`src/rtl/alu_ctrl_pkg.sv`:
```
// Shared definitions for the arbitrated ALU block: FSM states, opcode map and datapath width.
package alu_ctrl_pkg;

  localparam int unsigned DATA_W = 16;

  typedef enum logic [1:0] {
    IDLE = 2'd0,
    EXEC = 2'd1,
    RESP = 2'd2
  } state_e;

  localparam logic [3:0] OP_ADD = 4'b0000;
  localparam logic [3:0] OP_SUB = 4'b0001;
  localparam logic [3:0] OP_AND = 4'b0010;
  localparam logic [3:0] OP_OR  = 4'b0011;
  localparam logic [3:0] OP_XOR = 4'b0100;
  localparam logic [3:0] OP_NOT = 4'b0101;
  localparam logic [3:0] OP_SHL = 4'b0110;
  localparam logic [3:0] OP_SHR = 4'b0111;

endpackage

```
`src/rtl/alu_arbiter_alu.sv`:
```
// Combinational 16-bit ALU. Shift amount is num_2_i[3:0]; opcodes with bit 3 set
// return zero and flag err_o.
module alu_arbiter_alu
  import alu_ctrl_pkg::*;
(
  input  logic [DATA_W-1:0] num_1_i,
  input  logic [DATA_W-1:0] num_2_i,
  input  logic [3:0]        opcode_i,
  output logic [DATA_W-1:0] result_o,
  output logic              carry_o,
  output logic              zero_o,
  output logic              err_o
);

  logic [DATA_W:0] sum;
  logic [DATA_W:0] diff;

  assign sum  = {1'b0, num_1_i} + {1'b0, num_2_i};
  assign diff = {1'b0, num_1_i} - {1'b0, num_2_i};

  always_comb begin
    result_o = '0;
    carry_o  = 1'b0;
    case (opcode_i)
      OP_ADD: {carry_o, result_o} = sum;
      OP_SUB: {carry_o, result_o} = diff;
      OP_AND: result_o = num_1_i & num_2_i;
      OP_OR:  result_o = num_1_i | num_2_i;
      OP_XOR: result_o = num_1_i ^ num_2_i;
      OP_NOT: result_o = ~num_1_i;
      OP_SHL: result_o = num_1_i << num_2_i[3:0];
      OP_SHR: result_o = num_1_i >> num_2_i[3:0];
      default: begin
        result_o = '0;
        carry_o  = 1'b0;
      end
    endcase
  end

  assign zero_o = (result_o == '0);
  assign err_o  = opcode_i[3];

endmodule

```
`src/rtl/alu_arbiter.sv`:
```
// Two-requester round-robin front end for a single shared ALU: grant in IDLE,
// evaluate for one cycle in EXEC, hold the response in RESP until accepted.
module alu_arbiter
  import alu_ctrl_pkg::*;
#(
  parameter logic RR_START = 1'b0
) (
  input  logic              clk,
  input  logic              rst,
  input  logic [1:0]        req_valid,
  output logic [1:0]        req_ready,
  input  logic [DATA_W-1:0] req0_num_1,
  input  logic [DATA_W-1:0] req0_num_2,
  input  logic [3:0]        req0_opcode,
  input  logic [DATA_W-1:0] req1_num_1,
  input  logic [DATA_W-1:0] req1_num_2,
  input  logic [3:0]        req1_opcode,
  output logic              resp_valid,
  input  logic              resp_ready,
  output logic              resp_id,
  output logic [DATA_W-1:0] resp_result,
  output logic              resp_zero,
  output logic              resp_carry,
  output logic              resp_err,
  output logic              busy
);

  state_e            state_q, state_d;
  logic              ptr_q, ptr_d;
  logic              grant_id;
  logic              hs;

  logic [DATA_W-1:0] a_q, b_q;
  logic [3:0]        op_q;
  logic              id_q;

  logic [DATA_W-1:0] res_q;
  logic              zero_q, carry_q, err_q, rid_q;

  logic [DATA_W-1:0] alu_res;
  logic              alu_carry, alu_zero, alu_err;

  // Pointer only breaks ties; a lone requester always wins.
  assign grant_id = (&req_valid) ? ptr_q : req_valid[1];

  always_comb begin
    state_d   = state_q;
    ptr_d     = ptr_q;
    req_ready = '0;
    hs        = 1'b0;
    case (state_q)
      IDLE: begin
        if (!rst && (|req_valid)) begin
          req_ready = grant_id ? 2'b10 : 2'b01;
          hs        = 1'b1;
          ptr_d     = ~grant_id;
          state_d   = EXEC;
        end
      end
      EXEC:    state_d = RESP;
      RESP:    if (resp_ready) state_d = IDLE;
      default: state_d = IDLE;
    endcase
  end

  always_ff @(posedge clk) begin
    if (rst) begin
      state_q <= IDLE;
      ptr_q   <= RR_START;
      a_q     <= '0;
      b_q     <= '0;
      op_q    <= '0;
      id_q    <= 1'b0;
      res_q   <= '0;
      zero_q  <= 1'b0;
      carry_q <= 1'b0;
      err_q   <= 1'b0;
      rid_q   <= 1'b0;
    end else begin
      state_q <= state_d;
      ptr_q   <= ptr_d;
      if (hs) begin
        id_q <= grant_id;
        a_q  <= grant_id ? req1_num_1  : req0_num_1;
        b_q  <= grant_id ? req1_num_2  : req0_num_2;
        op_q <= grant_id ? req1_opcode : req0_opcode;
      end
      if (state_q == EXEC) begin
        res_q   <= alu_res;
        zero_q  <= alu_zero;
        // ALU reports borrow on SUB; only the adder carry is architecturally visible.
        carry_q <= alu_carry & (op_q == OP_ADD);
        err_q   <= alu_err;
        rid_q   <= id_q;
      end
    end
  end

  alu_arbiter_alu u_alu (
    .num_1_i  (a_q),
    .num_2_i  (b_q),
    .opcode_i (op_q),
    .result_o (alu_res),
    .carry_o  (alu_carry),
    .zero_o   (alu_zero),
    .err_o    (alu_err)
  );

  assign resp_valid  = (state_q == RESP);
  assign busy        = (state_q != IDLE);
  assign resp_id     = rid_q;
  assign resp_result = res_q;
  assign resp_zero   = zero_q;
  assign resp_carry  = carry_q;
  assign resp_err    = err_q;

endmodule

```
`config.mk`:
```
export PLATFORM = sky130hd
export DESIGN_NAME = alu_arbiter
export DESIGN_NICKNAME = d
export VERILOG_FILES = /design/src/rtl/alu_ctrl_pkg.sv /design/src/rtl/alu_arbiter_alu.sv /design/src/rtl/alu_arbiter.sv
export SDC_FILE = /design/constraint.sdc
export NUM_CORES = 1
export LEC_CHECK = 0
export CELL_PAD_IN_SITES_DETAIL_PLACEMENT = 2
export CELL_PAD_IN_SITES_GLOBAL_PLACEMENT = 2
export CORE_MARGIN = 3
export CORE_UTILIZATION = 36
export CTS_BUF_LIST = sky130_fd_sc_hd__clkbuf_4
export DETAILED_ROUTE_END_ITERATION = 16
export PLACE_DENSITY_LB_ADDON = 0.1
export SLEW_MARGIN = 0
export SYNTH_ARGS = -nofsm -noshare
export SYNTH_HDL_FRONTEND = slang
export SYNTH_SLANG_ARGS = --single-unit
```
`constraint.sdc`:
```
create_clock -name clk -period 6.23 [get_ports clk]
set_clock_uncertainty 0.2 [all_clocks]
set_input_delay 0.9345 -clock clk [delete_from_list [all_inputs] [get_ports clk]]
set_output_delay 0.9345 -clock clk [all_outputs]
set_load 0.005 [all_outputs]
```
==> results of run 1 <==
## state kept, by name, indices dropped and copies added (netlist names), 2 cells and up
register	cells
a_q	16
state_q	2
op_q	4
b_q	16
resp_result	16
## per-stage QoR
stage / hold slack (ns) / cell area (sq um) / setup WS (ns)
after floorplan: 0.232 / 6820 / 2.86
after global placement: 0.251 / 7920 / 2.18
after detailed placement: 0.259 / 7920 / 2.09
after CTS: 0.273 / 8060 / 2.01
after global routing: 0.300 / 8070 / 1.68
final: 0.269 / 8070 / 1.98
## final cells by class
cell class / instances / area share [%]
diodes: 1 / 0.0310
well taps: 229 / 3.55
multi-input cells: 704 / 63.8
clock inverters: 6 / 0.993
flip-flops and latches: 60 / 14.9
clock buffers: 9 / 0.838
repair buffers: 114 / 13.7
inverters: 49 / 2.28
## logic make-up (layout without fill, tap and decap cells)
family | Yosys count | in the layout | share of synthesized area [%]
xor gates and xnor gates | 7 | 7 | 0.899
and+or+nand+nor | 295 | 295 | 21.5
muxes | 87 | 87 | 15.1
AOI/OAI and AO/OA | 260 | 260 | 27.1
buffers and inverters | 118 | 178 | 7.38
other | 0 | 1 | 0
DFF | 60 | 60 | 17.6
adders and majority gates | 55 | 55 | 10.3
## worst register-to-register path: cells and delay by family (launching register included)
family	cells	cell delay [ns]
AOI/OAI and AO/OA	6	1.58
adders and majority gates	1	0.40
buffers and inverters	2	0.78
DFF	1	0.33
and+or+nand+nor	3	0.92
## power groups by stage
stage	clock network [mW]	registers [mW]	logic (mW)
detailed placement	0	0.533	1.04
global route	0.346	0.535	1.16
global placement	0	0.527	0.995
finish	0.321	0.526	1.06
floorplan	0	0.475	0.713
CTS	0.333	0.524	1.05
## Yosys cell counts (10+ instances only)
master	number	area share (%)
inv_1	47	2.6
o211ai_1	14	1.5
ha_1	53	9.7
nand2_1	46	2.5
clkbuf_1	39	2.1
mux2i_1	60	8.8
nand2b_1	11	1.0
mux2_2	16	2.6
o21ai_0	36	2.6
dfxtp_1	60	18
nor2_1	118	6.5
o221ai_1	10	1.3
a211oi_1	57	6.3
nand3_1	14	1.0
a21oi_1	46	3.4
buf_2	17	1.2
nor3_1	15	1.1
nor2b_1	23	2.1
## cells in the final DEF (no fill, tap or decap), types with 7 or more instances in the layout
master           instances
clkbuf_4                 9
inv_1                   47
nand2_1                 46
nor4_1                   8
nor3_1                  15
o21ai_0                 36
mux2i_1                 60
a31oi_1                  7
buf_4                   14
o221ai_1                10
nor2b_1                 22
a2bb2oi_1                7
nand4_1                  7
dfxtp_1                 60
clkdlybuf4s50_1         99
a211oi_1                57
o211ai_1                14
o21a_1                   7
nand2b_1                11
nand3_1                 14
nor2_1                 117
a21oi_1                 46
mux2_2                  16
nor3b_1                  9
or2_2                    8
ha_1                    53
## routing by layer
| layer | share of wire, % | global-route usage, % | up-vias |
|---|---|---|---|
| met5 | 0 | 0 | - |
| met3 | 4.6 | 4.59 | 56 |
| met2 | 47 | 48.0 | 231 |
| met4 | 4.1 | 11.9 | 0 |
| met1 | 44 | 39.0 | 3707 |
| li1 | - | - | 3373 |
## path summary, 6_finish.rpt
| check | startpoint | endpoint | cells after the start |
|---|---|---|---|
| worst max-delay path | b_q[1] | resp_zero | 12 |
| worst min-delay path | resp_err | resp_err | 2 |
| worst max register to register | b_q[1] | resp_zero | 12 |
| worst min register to register | resp_err | resp_err | 2 |
==> summary.md, run 1 <==
| Metric | Value |
|---|---|
| Status | complete, no violations |
| CP Cell Sequence | buf_4 > inv_1 > ha_1 > o21ba_2 > nor4_1 > o21bai_1 > a211oi_1 > nor4_1 > a211o_1 > a211oi_1 > nor3b_2 > a31o_1 |
| Internal power | 1.01 mW |
| Worst path slowest cell | nor4_1 |
| Placed wire-length estimate | 23800 um |
| Tightest Pin Transition | 1.05 ns |
| Vias in the first global route | 7787 |
| Syn avg cell area | 7.73 sq um |
| # H-tree levels | 3 |
| Initial antenna violation count | 1 |
| Setup violators final | 0 |
| Synthesized instance count | 882 |
| Worst skew pair latency | 0.44 ns |
| Post-CTS Setup Bufs | 0 |
| Tightest Hold Check Type | register to register |
| # IOs | 101 |
| Clock-pin slew on the worst setup and hold paths | 0.11 ns |
| Final core utilization | 44.1% |
| Delay-heaviest family, CP | compound AO/OA/AOI/OAI gates |
| Die Width | 144 um |
| Clock network power share | 16.8% |
| CTS sink count | 60 |
| Syn_nets | 1014 |
| Max Cap Violations | 0 |
| Fin nets | 1070 |
| Fin crit share | 68.2% |
| Total net switching power | 0.902 mW |
| 1st-pass router iterations | 5 |
| Leakage | 3.20 nW |
| Peak supply drop | 0.000106 V |
| Multi-input logic area | 5140 sq um |
| Global-route wire length before repair | 46500 um |
| Critical Path RT | 6.42 ns |
| Post-synth EDFFs | 0 |
| Crit path DAT | 4.44 ns |
| Pwr Total | 1.91 mW |
| Routed vias | 7367 |
| Critical path class | register to register |
| Critical Path Fanout Max | 41 |
| Initial core utilization | 37.3% |
| Num CTS Buffers | 9 |
| WL/cell | 25.8 um |
| Post-synth cell types | 84 |
| Slew HR | 29.7% |
| CTS tree | built |
| Cell Rows | 49 |
| Mapped cell area | 6820 sq um |
| Ys async rst share | 0% |
| RePlAce Congestion | 0.942 |
| Fill cells | 2083 |
| Die H | 144 um |
| Largest net degree at the start of global routing | 75 |
| Max incr delay on CP | 0.58 ns |
| Final Hold Viols | 0 |
| Clk buf depth | 2 |
| Layout area overhead | 18.3% |
| Slew Viols, Final | 0 |
| Seq/Total Area, Yosys | 17.6% |
| YS warnings | 0 |
| CTS root buffer | clkbuf_4 |
| Setup TNS | 0 ns |
| Seq. cell area | 1200 sq um |
| CP bufs+invs | 2 |
| Critical Path Start Type | register |
| Post-DRT Antenna Nets | 0 |
| Period minus WS final | 4.25 ns |
| WL final | 30200 um |
| Net Sw Frac | 47.2% |
| Total track usage | 29.5% |
| Number of port buffers | 100 |
| First-iteration detailed-routing DRC count | 520 |
| Final Non-Filler Cells | 1172 |
| Main synth FF type | dfxtp_1 |
| Core area | 18300 sq um |
| Sequential share of power | 27.6% |
| Max Fclk | 0.235 GHz |
| DRC viols | 0 |
| GR Overflow Total | 0 |
| Drt via density | 6.29 |
| Comb pwr share | 55.6% |
| Pwr dens | 237 nW/um^2 |
| Die area | 20600 sq um |
| Unrepaired setup endpoints after global routing | no |
| Layout cell share with drive strength beyond 1 | 7.75% |
| Crit. End Element | register |
| Cells after DPL | 1156 |
| R2R Setup Slk | 1.98 ns |
| # hold bufs at CTS | 0 |
| Flops & latches, synth | 60 |
| CTS-repair resized insts | 0 |
Note: power is estimated with default switching activity, not from simulation.
==> run 2, diff against run 1 <==
- CORE_UTILIZATION: 36 -> 30
- clock period: 6.23 -> 3.7 ns (I/O delays scaled with it)
==> summary.md, run 2 (synthesized netlist as in run 1, its figures left out) <==
| Metric | Value |
|---|---|
| # IOs | 101 |
| Clk buf depth | 2 |
| # H-tree levels | 3 |
| Max Cap Violations | 0 |
| Fin nets | 1117 |
| Layout cell share with drive strength beyond 1 | 13.1% |
| Leakage | 3.45 nW |
| Die H | 157 um |
| Final Hold Viols | 0 |
| WL final | 32200 um |
| Post-DRT Antenna Nets | 0 |
| Critical Path Start Type | register |
| Critical Path RT | 3.93 ns |
| Core area | 22100 sq um |
| Total track usage | 26.1% |
| Commonest non-fill, non-tap cell in the layout | nor2_1 |
| Crit. End Element | register |
| Critical path class | register to register |
| Number of port buffers | 100 |
| First-iteration detailed-routing DRC count | 465 |
| Sequential share of power | 24.3% |
| Clock-pin slew on the worst setup and hold paths | 0.13 ns |
| Initial antenna violation count | 1 |
| Unrepaired setup endpoints after global routing | no |
| Setup TNS | 0 ns |
| CTS root buffer | clkbuf_4 |
| Worst skew pair latency | 0.50 ns |
| Pwr dens | 398 nW/um^2 |
| RePlAce Congestion | 1.03 |
| # hold bufs at CTS | 0 |
| Critical Path Fanout Max | 18 |
| Worst hold slack | 0.269 ns |
| Internal power | 1.78 mW |
| Crit path DAT | 3.77 ns |
| Fin crit share | 95.8% |
| Slew Viols, Final | 0 |
| WL/cell | 25.3 um |
| Tightest Hold Check Type | register to register |
| Die Width | 157 um |
| Period minus WS final | 3.54 ns |
| Total net switching power | 1.62 mW |
| DRC viols | 0 |
| Fill cells | 2507 |
| Die area | 24600 sq um |
| Leading cell types in the layout, fill and taps excluded | 116 x nor2_1, 99 x clkdlybuf4s50_1, 60 x mux2i_1, 60 x dfxtp_1, 58 x buf_4 |
| Routed vias | 7537 |
| Vias in the first global route | 8215 |
| Drt via density | 5.93 |
| R2R Setup Slk | 0.16 ns |
| CTS-repair resized insts | 0 |
| Layout area overhead | 25.2% |
| Setup violators final | 0 |
| CTS sink count | 60 |
| Placed wire-length estimate | 25900 um |
| Post-CTS Setup Bufs | 0 |
| Clock network power share | 15.5% |
| Largest net degree at the start of global routing | 74 |
| GR Overflow Total | 0 |
| Tightest Pin Transition | 0.886 ns |
| Initial core utilization | 30.9% |
| Global-route wire length before repair | 49300 um |
| Cell Rows | 54 |
| Peak supply drop | 0.000130 V |
| CTS tree | built |
| Net Sw Frac | 47.7% |
| Slew HR | 40.9% |
| Status | complete, no violations |
| 1st-pass router iterations | 4 |
| Max Fclk | 0.282 GHz |
| Num CTS Buffers | 9 |
| Comb pwr share | 60.1% |
[run 2: worst max-delay path, cell delays in order (launching register included)]
cell and delay [ns]:
dfxtp_1 0.35, buf_4 0.25, ha_1 0.29, inv_1 0.07, fa_1 0.49, nor2_1 0.04, o21ai_0 0.19, a21oi_1 0.13
nor4_2 0.33, nand4_1 0.15, nor3b_1 0.39, nand4_1 0.17, nor3b_2 0.29, a31o_1 0.17
[run 2: area by class of cell]
| cell class | instances | area, sq um | area share (%) |
|---|---|---|---|
| Multi-Input combinational cell | 704 | 5160 | 60.5 |
| Timing Repair Buffer | 161 | 1490 | 17.5 |
| Sequential cell | 60 | 1200 | 14.1 |
| Tap cell | 280 | 350 | 4.11 |
| Inverter | 49 | 184 | 2.16 |
| Clock buffer | 10 | 75.1 | 0.880 |
| Clock inverter | 6 | 63.8 | 0.748 |
| Antenna cell | 1 | 2.50 | 0.0293 |
[run 2: final timing paths]
path	from	endpoint	cells after the start
setup / recovery	b_q[0]	resp_zero	13
hold / removal	resp_err	resp_err	2
setup reg to reg	b_q[0]	resp_zero	13
hold reg to reg	resp_err	resp_err	2
[run 2: per-stage QoR]
| stage | util [%] | setup WS [ns] | area [sq um] | total power [mW] | std cells |
|---|---|---|---|---|---|
| after floorplan | - | 0.335 | 6820 | 2.00 | 882 |
| after global placement | 37.8 | 0.262 | 8360 | 2.76 | 1254 |
| after detailed placement | 37.8 | 0.0385 | 8360 | 2.84 | 1254 |
| after CTS | 38.5 | 0.0506 | 8500 | 3.39 | 1270 |
| after global routing | 38.6 | 0.00321 | 8530 | 3.62 | 1271 |
| final | 38.6 | 0.156 | 8530 | 3.39 | 1271 |
[run 2: power by group through the flow]
stage / logic, mW / clock network (mW) / registers (mW)
finish: 2.04 / 0.528 / 0.825
global placement: 1.93 / 0 / 0.834
global route: 2.20 / 0.579 / 0.837
floorplan: 1.20 / 0 / 0.799
detailed placement: 2.00 / 0 / 0.839
CTS: 2.01 / 0.554 / 0.825
[run 2: per-layer routing]
layer / part of all wire [%] / wire (um) / GRT usage, %
met1: 46 / 14900 / 35.4
met2: 46 / 14900 / 42.5
met3: 4.2 / 1340 / 3.57
met4: 3.1 / 1000 / 8.92
met5: 0 / 0 / 0
==> run 3, diff against run 2 <==
- CORE_UTILIZATION: 30 -> 35
- DONT_BUFFER_PORTS: not set -> 1
- SKIP_LAST_GASP: not set -> 1
==> summary.md, run 3 (synthesized netlist as in run 1, its figures left out) <==
| Metric | Value |
|---|---|
| Vias in the first global route | 7421 |
| Tightest Hold Check Type | input pin to register |
| First-iteration detailed-routing DRC count | 516 |
| Layout cell share with drive strength beyond 1 | 14.6% |
| Tightest Pin Transition | 0.848 ns |
| Worst hold slack | 0.103 ns |
| Critical Path RT | 3.89 ns |
| Max Fclk | 0.275 GHz |
| Post-DRT Antenna Nets | 0 |
| CTS root buffer | clkbuf_4 |
| Fin crit share | 98.2% |
| Slew Viols, Final | 0 |
| GR Util met2 | 48.3% |
| Die Width | 146 um |
| WL/cell | 27.8 um |
| Initial antenna violation count | 1 |
| Crit. End Element | register |
| # IOs | 101 |
| # H-tree levels | 3 |
| Clock-pin slew on the worst setup and hold paths | 0.13 ns |
| RePlAce Congestion | 0.968 |
| Routed vias | 7187 |
| Setup violators final | 0 |
| Clk buf depth | 2 |
| Die area | 21200 sq um |
| Max Cap Violations | 0 |
| Peak supply drop | 0.000154 V |
| Pwr dens | 436 nW/um^2 |
| Critical Path Fanout Max | 11 |
| Fin nets | 1018 |
| Number of port buffers | 0 |
| Final Non-Filler Cells | 1152 |
| DRC viols | 0 |
| Placed wire-length estimate | 25400 um |
| Setup TNS | 0 ns |
| CTS sink count | 60 |
| Met3 GRT Util | 4.95% |
| Period minus WS final | 3.63 ns |
| Met1 Use GR | 40.7% |
| Fill cells | 2232 |
| Final Hold Viols | 0 |
| Drt via density | 6.24 |
| Cells after DPL | 1133 |
| Layout area overhead | 10.7% |
| Cell Rows | 50 |
| 1st-pass router iterations | 5 |
| Slew HR | 43.4% |
| CTS tree | built |
| Final core utilization | 39.9% |
| Post-Place Cell Area | 7320 sq um |
| Largest net degree at the start of global routing | 63 |
| WL final | 32100 um |
| Num CTS Buffers | 9 |
| Status | complete, no violations |
| Leakage | 3.08 nW |
| Leading cell types in the layout, fill and taps excluded | 117 x nor2_1, 60 x mux2i_1, 59 x dfxtp_1 |
| Worst skew pair latency | 0.49 ns |
| Unrepaired setup endpoints after global routing | no |
| Crit path DAT | 3.82 ns |
| GRT Max-Usage Layer | met2 |
| Final instance area | 7540 sq um |
| Commonest non-fill, non-tap cell in the layout | nor2_1 |
| Total track usage | 29.7% |
| GR Overflow Total | 0 |
| Die H | 146 um |
| Critical Path Start Type | register |
| Critical path class | register to register |
| Core area | 18900 sq um |
| Global-route wire length before repair | 48100 um |
| Post-CTS Setup Bufs | 0 |
| Initial core utilization | 36.1% |
[run 3: area by class of cell]
cell class	count	area [sq um]	share of cell area, %
Multi-Input combinational cell	704	5170	68.6
Timing Repair Buffer	62	513	6.80
Antenna cell	1	2.50	0.0332
Inverter	49	184	2.44
Clock inverter	7	75.1	0.995
Tap cell	260	325	4.31
Sequential cell	60	1200	15.9
Clock buffer	9	67.6	0.896
[run 3: what timing repair did]
action,CTS,global route
gates resized for setup,1,6
hold endpoints to repair,57,1
hold buffers,1,1
endpoints found under the setup margin,1,4
[run 3: final timing paths]
check | depth (start not counted) | start | to | slack (ns)
setup reg to reg | 10 | op_q[1] | resp_zero | 0.07
hold reg to reg | 2 | resp_result[3] | resp_result[3] | 0.30
hold / removal | 2 | req1_num_1[7] | a_q[7] | 0.10
setup / recovery | 10 | op_q[1] | resp_zero | 0.07
[run 3: critical path: stages, from the launching register on]
cell,delay (ns)
dfxtp_1,0.67
buf_4,0.24
nor2b_1,0.44
nand2_1,0.36
nor4_1,0.63
nor4_2,0.21
nor3b_1,0.21
nand3_1,0.12
a32oi_1,0.08
and3_1,0.18
a31o_1,0.21
[run 3: report_power, final]
group,total (mW),internal [mW],switching [mW]
Combinational,1.90,0.715,1.18
Sequential,0.842,0.722,0.120
Clock,0.550,0.207,0.343
Total,3.29,1.64,1.64
[run 3: per-stage QoR]
| step | worst slack [ns] | power, mW |
|---|---|---|
| global route | 0.00900 | 3.50 |
| detailed placement | 0.0225 | 2.67 |
| CTS | 0.0689 | 3.26 |
| finish | 0.0654 | 3.29 |
| global placement | 0.140 | 2.62 |
| floorplan | 0.335 | 2.00 |
[run 3: layer usage]
layer  wire length (um)  vias to the layer above  share of wire [%]
li1                   -                     3260                  -
met1              14700                     3646                 46
met2              14900                      233                 46
met3               1570                       48                4.9
met4                860                        0                2.7
met5                  0                        -                  0
